File: src/rtl/pc_seq_pkg.sv
// rtl/pc_seq_pkg.sv - shared types and constants for the fetch PC sequencer
package pc_seq_pkg;

    typedef enum logic [1:0] {
        ST_BOOT     = 2'd0,
        ST_FETCH    = 2'd1,
        ST_WAIT_RSP = 2'd2,
        ST_DRAIN    = 2'd3
    } pc_state_e;

    localparam logic [31:0] NOP_INSTR = 32'h0000_0013;
    localparam logic [31:0] PC_INCR   = 32'd4;

    function automatic logic [31:0] word_align(input logic [31:0] addr);
        return {addr[31:2], 2'b00};
    endfunction

endpackage

File: src/rtl/pc_next_mux.sv
// rtl/pc_next_mux.sv - next-PC priority select: trap > branch > pc+4 > hold
module pc_next_mux
    import pc_seq_pkg::*;
(
    input  logic        trap_i,
    input  logic [31:0] trap_addr_i,
    input  logic        branch_i,
    input  logic [31:0] target_addr_i,
    input  logic        advance_i,
    input  logic [31:0] pc_i,
    output logic [31:0] pc_next_o,
    output logic        redirect_o
);

    always_comb begin
        pc_next_o  = pc_i;
        redirect_o = trap_i | branch_i;
        if (trap_i) begin
            pc_next_o = word_align(trap_addr_i);
        end else if (branch_i) begin
            pc_next_o = word_align(target_addr_i);
        end else if (advance_i) begin
            pc_next_o = pc_i + PC_INCR;
        end
    end

endmodule

File: src/rtl/pc_sequencer.sv
// rtl/pc_sequencer.sv - instruction fetch sequencer with one outstanding request and redirect drain
module pc_sequencer
    import pc_seq_pkg::*;
#(
    parameter logic [31:0] RESET_PC = 32'h0000_0000
) (
    input  logic        clk_in,
    input  logic        reset_in,
    input  logic        stall_in,
    input  logic        branch_taken_in,
    input  logic [31:0] target_addr_in,
    input  logic        trap_in,
    input  logic [31:0] trap_addr_in,
    output logic        imem_req_out,
    output logic [31:0] imem_addr_out,
    input  logic        imem_ready_in,
    input  logic        imem_rvalid_in,
    input  logic [31:0] imem_rdata_in,
    output logic [31:0] instr_out,
    output logic [31:0] instr_pc_out,
    output logic        instr_valid_out,
    output logic        flush_out
);

    pc_state_e   state_q, state_d;
    logic [31:0] pc_q, pc_d;
    logic [31:0] instr_q, instr_d;
    logic [31:0] instr_pc_q, instr_pc_d;
    logic        valid_q, valid_d;
    logic        flush_q;

    logic live, redirect, rsp_ok, load, consume, req, accept;

    // Redirects are ignored during the boot cycle.
    assign live    = (state_q != ST_BOOT);
    assign rsp_ok  = (state_q == ST_WAIT_RSP) && imem_rvalid_in;
    assign load    = rsp_ok && !redirect;
    assign consume = valid_q && !stall_in;
    // No request in the flush cycle so a redirect address is issued only after flush_out.
    assign req     = (state_q == ST_FETCH) && (!valid_q || !stall_in) && !flush_q;
    assign accept  = req && imem_ready_in;

    pc_next_mux u_pc_next_mux (
        .trap_i        (trap_in && live),
        .trap_addr_i   (trap_addr_in),
        .branch_i      (branch_taken_in && live),
        .target_addr_i (target_addr_in),
        .advance_i     (rsp_ok),
        .pc_i          (pc_q),
        .pc_next_o     (pc_d),
        .redirect_o    (redirect)
    );

    always_comb begin
        state_d = state_q;
        unique case (state_q)
            ST_BOOT:     state_d = ST_FETCH;
            ST_FETCH:    if (accept) state_d = redirect ? ST_DRAIN : ST_WAIT_RSP;
            ST_WAIT_RSP: begin
                if (imem_rvalid_in) state_d = ST_FETCH;
                else if (redirect)  state_d = ST_DRAIN;
            end
            ST_DRAIN:    if (imem_rvalid_in) state_d = ST_FETCH;
            default:     state_d = ST_BOOT;
        endcase
    end

    always_comb begin
        instr_d    = instr_q;
        instr_pc_d = instr_pc_q;
        valid_d    = valid_q;
        if (redirect) begin
            valid_d = 1'b0;
        end else if (load) begin
            instr_d    = imem_rdata_in;
            instr_pc_d = pc_q;
            valid_d    = 1'b1;
        end else if (consume) begin
            valid_d = 1'b0;
        end
    end

    always_ff @(posedge clk_in) begin
        if (reset_in) begin
            state_q    <= ST_BOOT;
            pc_q       <= RESET_PC;
            instr_q    <= NOP_INSTR;
            instr_pc_q <= 32'h0000_0000;
            valid_q    <= 1'b0;
            flush_q    <= 1'b0;
        end else begin
            state_q    <= state_d;
            pc_q       <= pc_d;
            instr_q    <= instr_d;
            instr_pc_q <= instr_pc_d;
            valid_q    <= valid_d;
            flush_q    <= redirect;
        end
    end

    assign imem_req_out    = req;
    assign imem_addr_out   = pc_q;
    assign instr_out       = instr_q;
    assign instr_pc_out    = instr_pc_q;
    assign instr_valid_out = valid_q;
    assign flush_out       = flush_q;

endmodule

File: config.mk
export PLATFORM = sky130hd
export DESIGN_NAME = pc_sequencer
export DESIGN_NICKNAME = d
export VERILOG_FILES = /design/src/rtl/pc_seq_pkg.sv /design/src/rtl/pc_next_mux.sv /design/src/rtl/pc_sequencer.sv
export SDC_FILE = /design/constraint.sdc
export NUM_CORES = 1
export LEC_CHECK = 0
export BUFFER_PORTS_ARGS = -buffer_cell sky130_fd_sc_hd__buf_2
export CAP_MARGIN = 5
export CORE_UTILIZATION = 52
export DETAILED_ROUTE_END_ITERATION = 10
export PLACE_DENSITY_LB_ADDON = 0.08
export REMOVE_ABC_BUFFERS = 1
export SYNTH_ARGS = -nofsm -noshare
export SYNTH_HDL_FRONTEND = slang
export SYNTH_SLANG_ARGS = --single-unit
File: constraint.sdc
create_clock -name clk_in -period 4.2 [get_ports clk_in]
set_clock_uncertainty 0.2 [all_clocks]
set_input_delay 0.21 -clock clk_in [delete_from_list [all_inputs] [get_ports clk_in]]
set_output_delay 0.21 -clock clk_in [all_outputs]
set_load 0.02 [all_outputs]
# After elaboration in Yosys (flattened, before gate mapping)

Cells that the tools add are included.

$add $sub $neg: 1
Equal/unequal tests: 6
Mux-type cells: 11
Bitwise operators: 2
Reductions and logical operators: 21

Operator list:

| cell                                                | number |
|---|---|
| two-way mux 32 bit                                  | 3 |
| adder 32 x 3 -> 32 bit, second input constant       | 1 |
| logical AND 1 bit                                   | 8 |
| two-way mux 2 bit                                   | 4 |
| case mux 2 bit (4 select lines)                     | 1 |
| equality test 2 bit, second input constant          | 2 |
| logical NOT 1 bit                                   | 4 |
| inequality test 2 bit, second input constant        | 2 |
| nonzero test 2 bit                                  | 2 |
| two-way mux 1 bit                                   | 3 |
| inequality test 3 bit, second input constant        | 1 |
| AND reduction 3 bit                                 | 1 |
| nonzero test 3 bit                                  | 1 |
| OR reduction 3 bit                                  | 1 |
| equality test 2 x 1 -> 1 bit, second input constant | 1 |
| logical NOT 2 bit                                   | 1 |
| AND reduction 2 bit                                 | 1 |
| OR reduction 2 bit                                  | 1 |
| logical OR 1 bit                                    | 1 |
| inverter 1 bit                                      | 1 |
| bitwise OR 1 bit                                    | 1 |

Bits in registers: 100
Bits of input ports: 103
Output and inout bits: 99
Word-level logic and storage cells: 48

# Depth between registers and ports, before layout

Depth in word-level cells: 7
Mapped depth: 9
Mapped depth without buffers: 7

# Cells and area by module

From an unflattened synthesis, not the netlist that was laid out.

Cells, all modules: 555
Area, all modules: 4434.3 µm²

By module, submodules not included:

| module       | instances | cells each | area each (µm²) | sequential area each (µm²) |
|---|---|---|---|---|
| pc_sequencer | 1         | 378        | 3316.9          | 2001.9 |
| pc_next_mux  | 1         | 177        | 1117.3          | 0.0 |

# Worst setup path after synthesis

No wires, ideal clock.

Path kind: reg2reg
From: reg pc_q[2] (netlist: imem_addr_out[2])
To: reg pc_q[24] (netlist: imem_addr_out[24])
Library setup time: 0.131 ns
Arrival time: 1.976 ns
Data required time: 3.869 ns
Setup slack: 1.894 ns
Stages on the path, launching flop included: 8
Path buffers: 1
Clock period less this slack: 2.306 ns
Cell sequence: dfxtp_1 > ha_1 > nand4_1 > or4_1 > buf_2 > o31a_1 > o21ai_1 > a311oi_1

Word-level cells in the longest chain between the ends: 4

Ends and longest elaborated chain:

| what                     | RTL line           | RTL |
|---|---|---|
| start: declaration       | pc_sequencer.sv:26 | `logic [31:0] pc_q, pc_d;` |
| start signal: assignment | pc_sequencer.sv:93 | `pc_q <= pc_d;` |
| adder 32 x 3 -> 32 bit   | pc_next_mux.sv:23  | `pc_next_o = pc_i + PC_INCR;` |
| two-way mux 32 bit       | pc_next_mux.sv:22  | `end else if (advance_i) begin` |
| two-way mux 32 bit       | pc_next_mux.sv:20  | `end else if (branch_i) begin` |
| two-way mux 32 bit       | pc_next_mux.sv:18  | `if (trap_i) begin` |

Every way passes these cells. The select of a mux whose other input is x is not followed.
A chain may end at the register's enable or synchronous reset.

# Final worst setup path

From: reg state_q[1]
To: reg pc_q[27] (netlist: imem_addr_out[27])

Word-level cells in the longest chain between the ends: 4
Elaborated cells on any way between the ends: 8
Classes of those cells: 1 x eq/ne; 2 x mux; 5 x reduce/logical

Ends and longest elaborated chain:

| what                     | RTL line           | RTL |
|---|---|---|
| start: declaration       | pc_sequencer.sv:25 | `pc_state_e state_q, state_d;` |
| start signal: assignment | pc_sequencer.sv:92 | `state_q <= state_d;` |
| nonzero test 2 bit       | pc_sequencer.sv:35 | `assign live = (state_q != ST_BOOT);` |
| logical AND 1 bit        | pc_sequencer.sv:46 | `.branch_i (branch_taken_in && live),` |
| two-way mux 32 bit       | pc_next_mux.sv:20  |  |
| two-way mux 32 bit       | pc_next_mux.sv:18  |  |

Several ways; a longest one is shown, not always the timed one.

==> summary.md <==
| Metric | Value |
|---|---|
| Most frequently used cell type in the post-synthesis netlist | `sky130_fd_sc_hd__nand2_1` |
| Total inserted antenna cells | `0` |
| DR vias | `5,484` |
| Clock sink count | `96` |
| Power Density | `493.6 mW/mm^2` |
| Number of global-route vias before repair | `between 4,000 and 5,000` |
| Setup WS pre-CTS | `~1100 ps` |
| Part of the power in the clock network | `0.208` |
| Vertical die dimension | `~100 um` |
| Placement-stage cell area | `between 0.005 and 0.006 mm^2` |
| Layout Nets | `~960` |
| Post-route DRC violation count | `17` |
| Maximum fanout count along the critical path | `25` |
| Register share of total power | `0.398` |
| Post-synth ARST share | `0` |
| Final Worst Setup Slack | `slightly above 1000 ps` |
| Post-route minimum period | `between 3000 and 4000 ps` |
| Core footprint | `between 0.008 and 0.009 mm^2` |
| Crit end category | `flip-flop` |
| GRT Total Usage | `0.3038` |
| CTS root buf | `sky130_fd_sc_hd__clkbuf_8` |
| #FFs+latches synth | `96` |
| Post-synthesis cell area | `around 0.0048 mm^2` |
| Die area | `~0.0096 mm^2` |
| Hold_ws | `-0.7651 ps` |
| Failing checks | `design-rule violations, negative hold slack` |
| Proportion of total power due to net switching | `0.4258` |
| Sequential share of the synthesized area | `0.4011` |
| Final Non-Filler Cells | `968` |
| Number of filler instances in the final layout | `705` |
| Via density | `between 5 and 6` |
| # H-tree levels | `3` |
| Layout area overhead | `33.69%` |
| Number of antenna violations at the first check in global routing | `0` |
| Number of buffers on the longest clock path | `2` |
| GPL Wtd Cong | `around 0.87` |
| Pin count of the biggest net entering global routing | `just over 90` |
| Post-CTS clock slew at the launch and capture registers of the worst setup and hold paths | `around 110 ps` |
| Part of the cycle the worst path needs | `0.7549` |
| Share of layout cells above drive strength 1 | `0.2709` |
| Most common library cells after synthesis | `150 x sky130_fd_sc_hd__nand2_1, 100 x sky130_fd_sc_hd__a21oi_1, 96 x sky130_fd_sc_hd__dfxtp_1, 39 x sky130_fd_sc_hd__nor2_1, 35 x sky130_fd_sc_hd__clkbuf_1` |
| R2R cell count | `7` |
| Post-CTS Repair Setup Buffers | `0` |
| Number of flops mapped to enable cells by yosys | `0` |
| Initial core utilization | `0.5440` |
| Mean instance size in the synthesized netlist | `roughly 7.4 um^2` |
| Library cell with the largest summed area after synthesis | `sky130_fd_sc_hd__dfxtp_1` |
| Placement row count | `34` |
| Final-report hold violation count | `1` |
| Maximum Capacitance Violations | `0` |
| Share of the core filled with cells in the final layout | `0.7273` |
| Class of the most critical hold timing path | `in -> reg` |
| Number of ports placed on the die boundary | `202` |
| Worst-case headroom to the max-slew limit | `0.3470` |
| Average wire per cell in the routed design | `~15 um` |
| Outcome | `finished with violations` |
| Final setup fails | `0` |
| First-pass GRT wire length | `~24,000 um` |
| Number of cells traversed by the worst hold path | `3` |
| Aggregate global routing overflow | `0` |
| TritonCTS clock tree | `done` |
| Maximum operating frequency | `between 300 and 400 MHz` |
| Slew Limit Fails | `0` |
| Fraction of post-synthesis cell area in the top cell type by area | `0.4011` |
| Type of origin of the critical path | `flip-flop` |
| Worst-margin pin slew | `approximately 1000 ps` |
| Leakage power | `approximately 2.8 nW` |
| Number of buffers inserted during clock tree synthesis | `9` |
| Sw power | `1.346 mW` |
| Clock insertion delay at the later pin of the skew report | `approximately 370 ps` |
| Number of cells in the design after placement | `approximately 900` |
| Number of nets still failing antenna checks after routing | `0` |
| Detailed-router iteration count before antenna repair | `9` |
| Combinational group share of total power | `0.394` |
| Data arrival time of the critical path | `3230 ps` |
| Total power | `roughly 3.2 mW` |
| Post-synth cell types | `59` |
| HPWL after detailed placement | `between 9000 and 10,000 um` |
| Final-layout setup total negative slack | `0 ps` |
| Setup repair after global routing missed its margin | `false` |
| Cell Int Power | `between 1.5 and 2 mW` |
| Count of mapped cells out of synthesis | `646` |
| Horiz. Die Dim | `97.99 um` |
| Yosys warning count | `0` |
| Critical path required time | `between 4000 and 5000 ps` |
| Worst setup path category | `reg -> reg` |
| Cell area after layout | `between 0.006 and 0.007 mm^2` |
| Top area cells in the synthesized netlist | `sky130_fd_sc_hd__dfxtp_1 40%, sky130_fd_sc_hd__nand2_1 12%, sky130_fd_sc_hd__a21oi_1 10%` |
| Routed Wire Length | `~15,000 um` |
| PortBufs | `slightly below 200` |
| Initial detailed-routing violation count | `281` |
| Most frequently used flop master after synthesis | `sky130_fd_sc_hd__dfxtp_1` |
| Largest vdd supply drop | `between 0.5 and 0.6 mV` |
## flip-flops by register name (all words and copies together) (netlist names)
| signal | flops |
|---|---|
| flush_out | 1 |
| imem_addr_out | 30 |
| instr_out | 32 |
| instr_pc_out | 30 |
| instr_valid_out | 1 |
| state_q | 2 |
## worst max-delay path, stage by stage (launching register included)
cell	delay [ps]
sky130_fd_sc_hd__dfxtp_1	360
sky130_fd_sc_hd__inv_1	110
sky130_fd_sc_hd__ha_1	750
sky130_fd_sc_hd__nand2b_1	780
sky130_fd_sc_hd__o21ai_0	280
sky130_fd_sc_hd__a21oi_1	250
sky130_fd_sc_hd__a211oi_1	110
sky130_fd_sc_hd__o21a_1	220
## path summary, 6_finish.rpt
kind / end / slack (ps) / startpoint
hold reg to reg: instr_pc_out[15] / 250 / instr_pc_out[15]
setup reg to reg: imem_addr_out[27] / 1030 / state_q[1]
setup / recovery: imem_addr_out[27] / 1030 / state_q[1]
hold / removal: imem_addr_out[24] / -0.8 / target_addr_in[24]
## power by group through the flow
stage	Sequential [mW]	Combinational [mW]	Clock, mW
floorplan	1.37	0.633	0
global placement	1.26	1.16	0
detailed placement	1.27	1.20	0
CTS	1.25	1.24	0.668
global route	1.28	1.36	0.702
finish	1.26	1.25	0.658
## cell usage in the layout, fill, tap and decap left out, types with 3 or more instances in the layout
master                            n
sky130_fd_sc_hd__a21o_1           4
sky130_fd_sc_hd__o221ai_1         3
sky130_fd_sc_hd__a221oi_1         4
sky130_fd_sc_hd__nand2b_1         3
sky130_fd_sc_hd__mux2i_1          6
sky130_fd_sc_hd__nor3_1          15
sky130_fd_sc_hd__nand2_1        149
sky130_fd_sc_hd__and3_1           4
sky130_fd_sc_hd__nand3_1         18
sky130_fd_sc_hd__nand4_1         12
sky130_fd_sc_hd__dfxtp_1         96
sky130_fd_sc_hd__a31oi_1          4
sky130_fd_sc_hd__nor2_1          37
sky130_fd_sc_hd__xor2_1           5
sky130_fd_sc_hd__dlygate4sd3_1   45
sky130_fd_sc_hd__a211oi_1        17
sky130_fd_sc_hd__a21oi_1        100
sky130_fd_sc_hd__buf_4           10
sky130_fd_sc_hd__inv_1           23
sky130_fd_sc_hd__ha_1             5
sky130_fd_sc_hd__or3_1            3
sky130_fd_sc_hd__conb_1           4
sky130_fd_sc_hd__xnor2_1          4
sky130_fd_sc_hd__clkbuf_8        10
sky130_fd_sc_hd__buf_2          192
sky130_fd_sc_hd__nor3b_1         13
sky130_fd_sc_hd__or2_2            3
sky130_fd_sc_hd__o21ai_0         16
sky130_fd_sc_hd__o22ai_1          5
sky130_fd_sc_hd__a311oi_1         3
## timing repair
action / 4_1_cts / 5_1_grt
hold buffers: 45 / 0
endpoints found under the hold margin: 45 / 0
gates resized for setup: 0 / 0
## layout make-up
cell class / count / area, um^2 / share of cell area
clock buffers: 10 / 137.6 / 0.02149
well taps: 108 / 135.1 / 0.02110
repair buffers: 247 / 1486 / 0.2321
inverters: 23 / 86.33 / 0.01348
clock inverters: 6 / 73.82 / 0.01153
flip-flops and latches: 96 / 1922 / 0.3001
multi-input cells: 478 / 2564 / 0.4003
## cell families after synthesis
group | count (synthesis) | share of synthesized area
simple gates | 278 | 0.2677
fa+ha+maj | 5 | 0.01306
xor+xnor | 9 | 0.01645
buf+inv | 75 | 0.06921
compound gates | 176 | 0.2191
mux | 6 | 0.01254
other cells | 1 | 0.0007827
flops | 96 | 0.4011
## layer usage
| metal | GRT usage | wire, um | vias to the layer above |
|---|---|---|---|
| met5 | 0 | 0 | - |
| met4 | 0.08275 | 296 | 0 |
| met3 | 0.04653 | 1095 | 27 |
| met2 | 0.5287 | 7171 | 243 |
| met1 | 0.3908 | 6327 | 2558 |
| li1 | - | - | 2656 |
(Power assumes the default switching activity.)
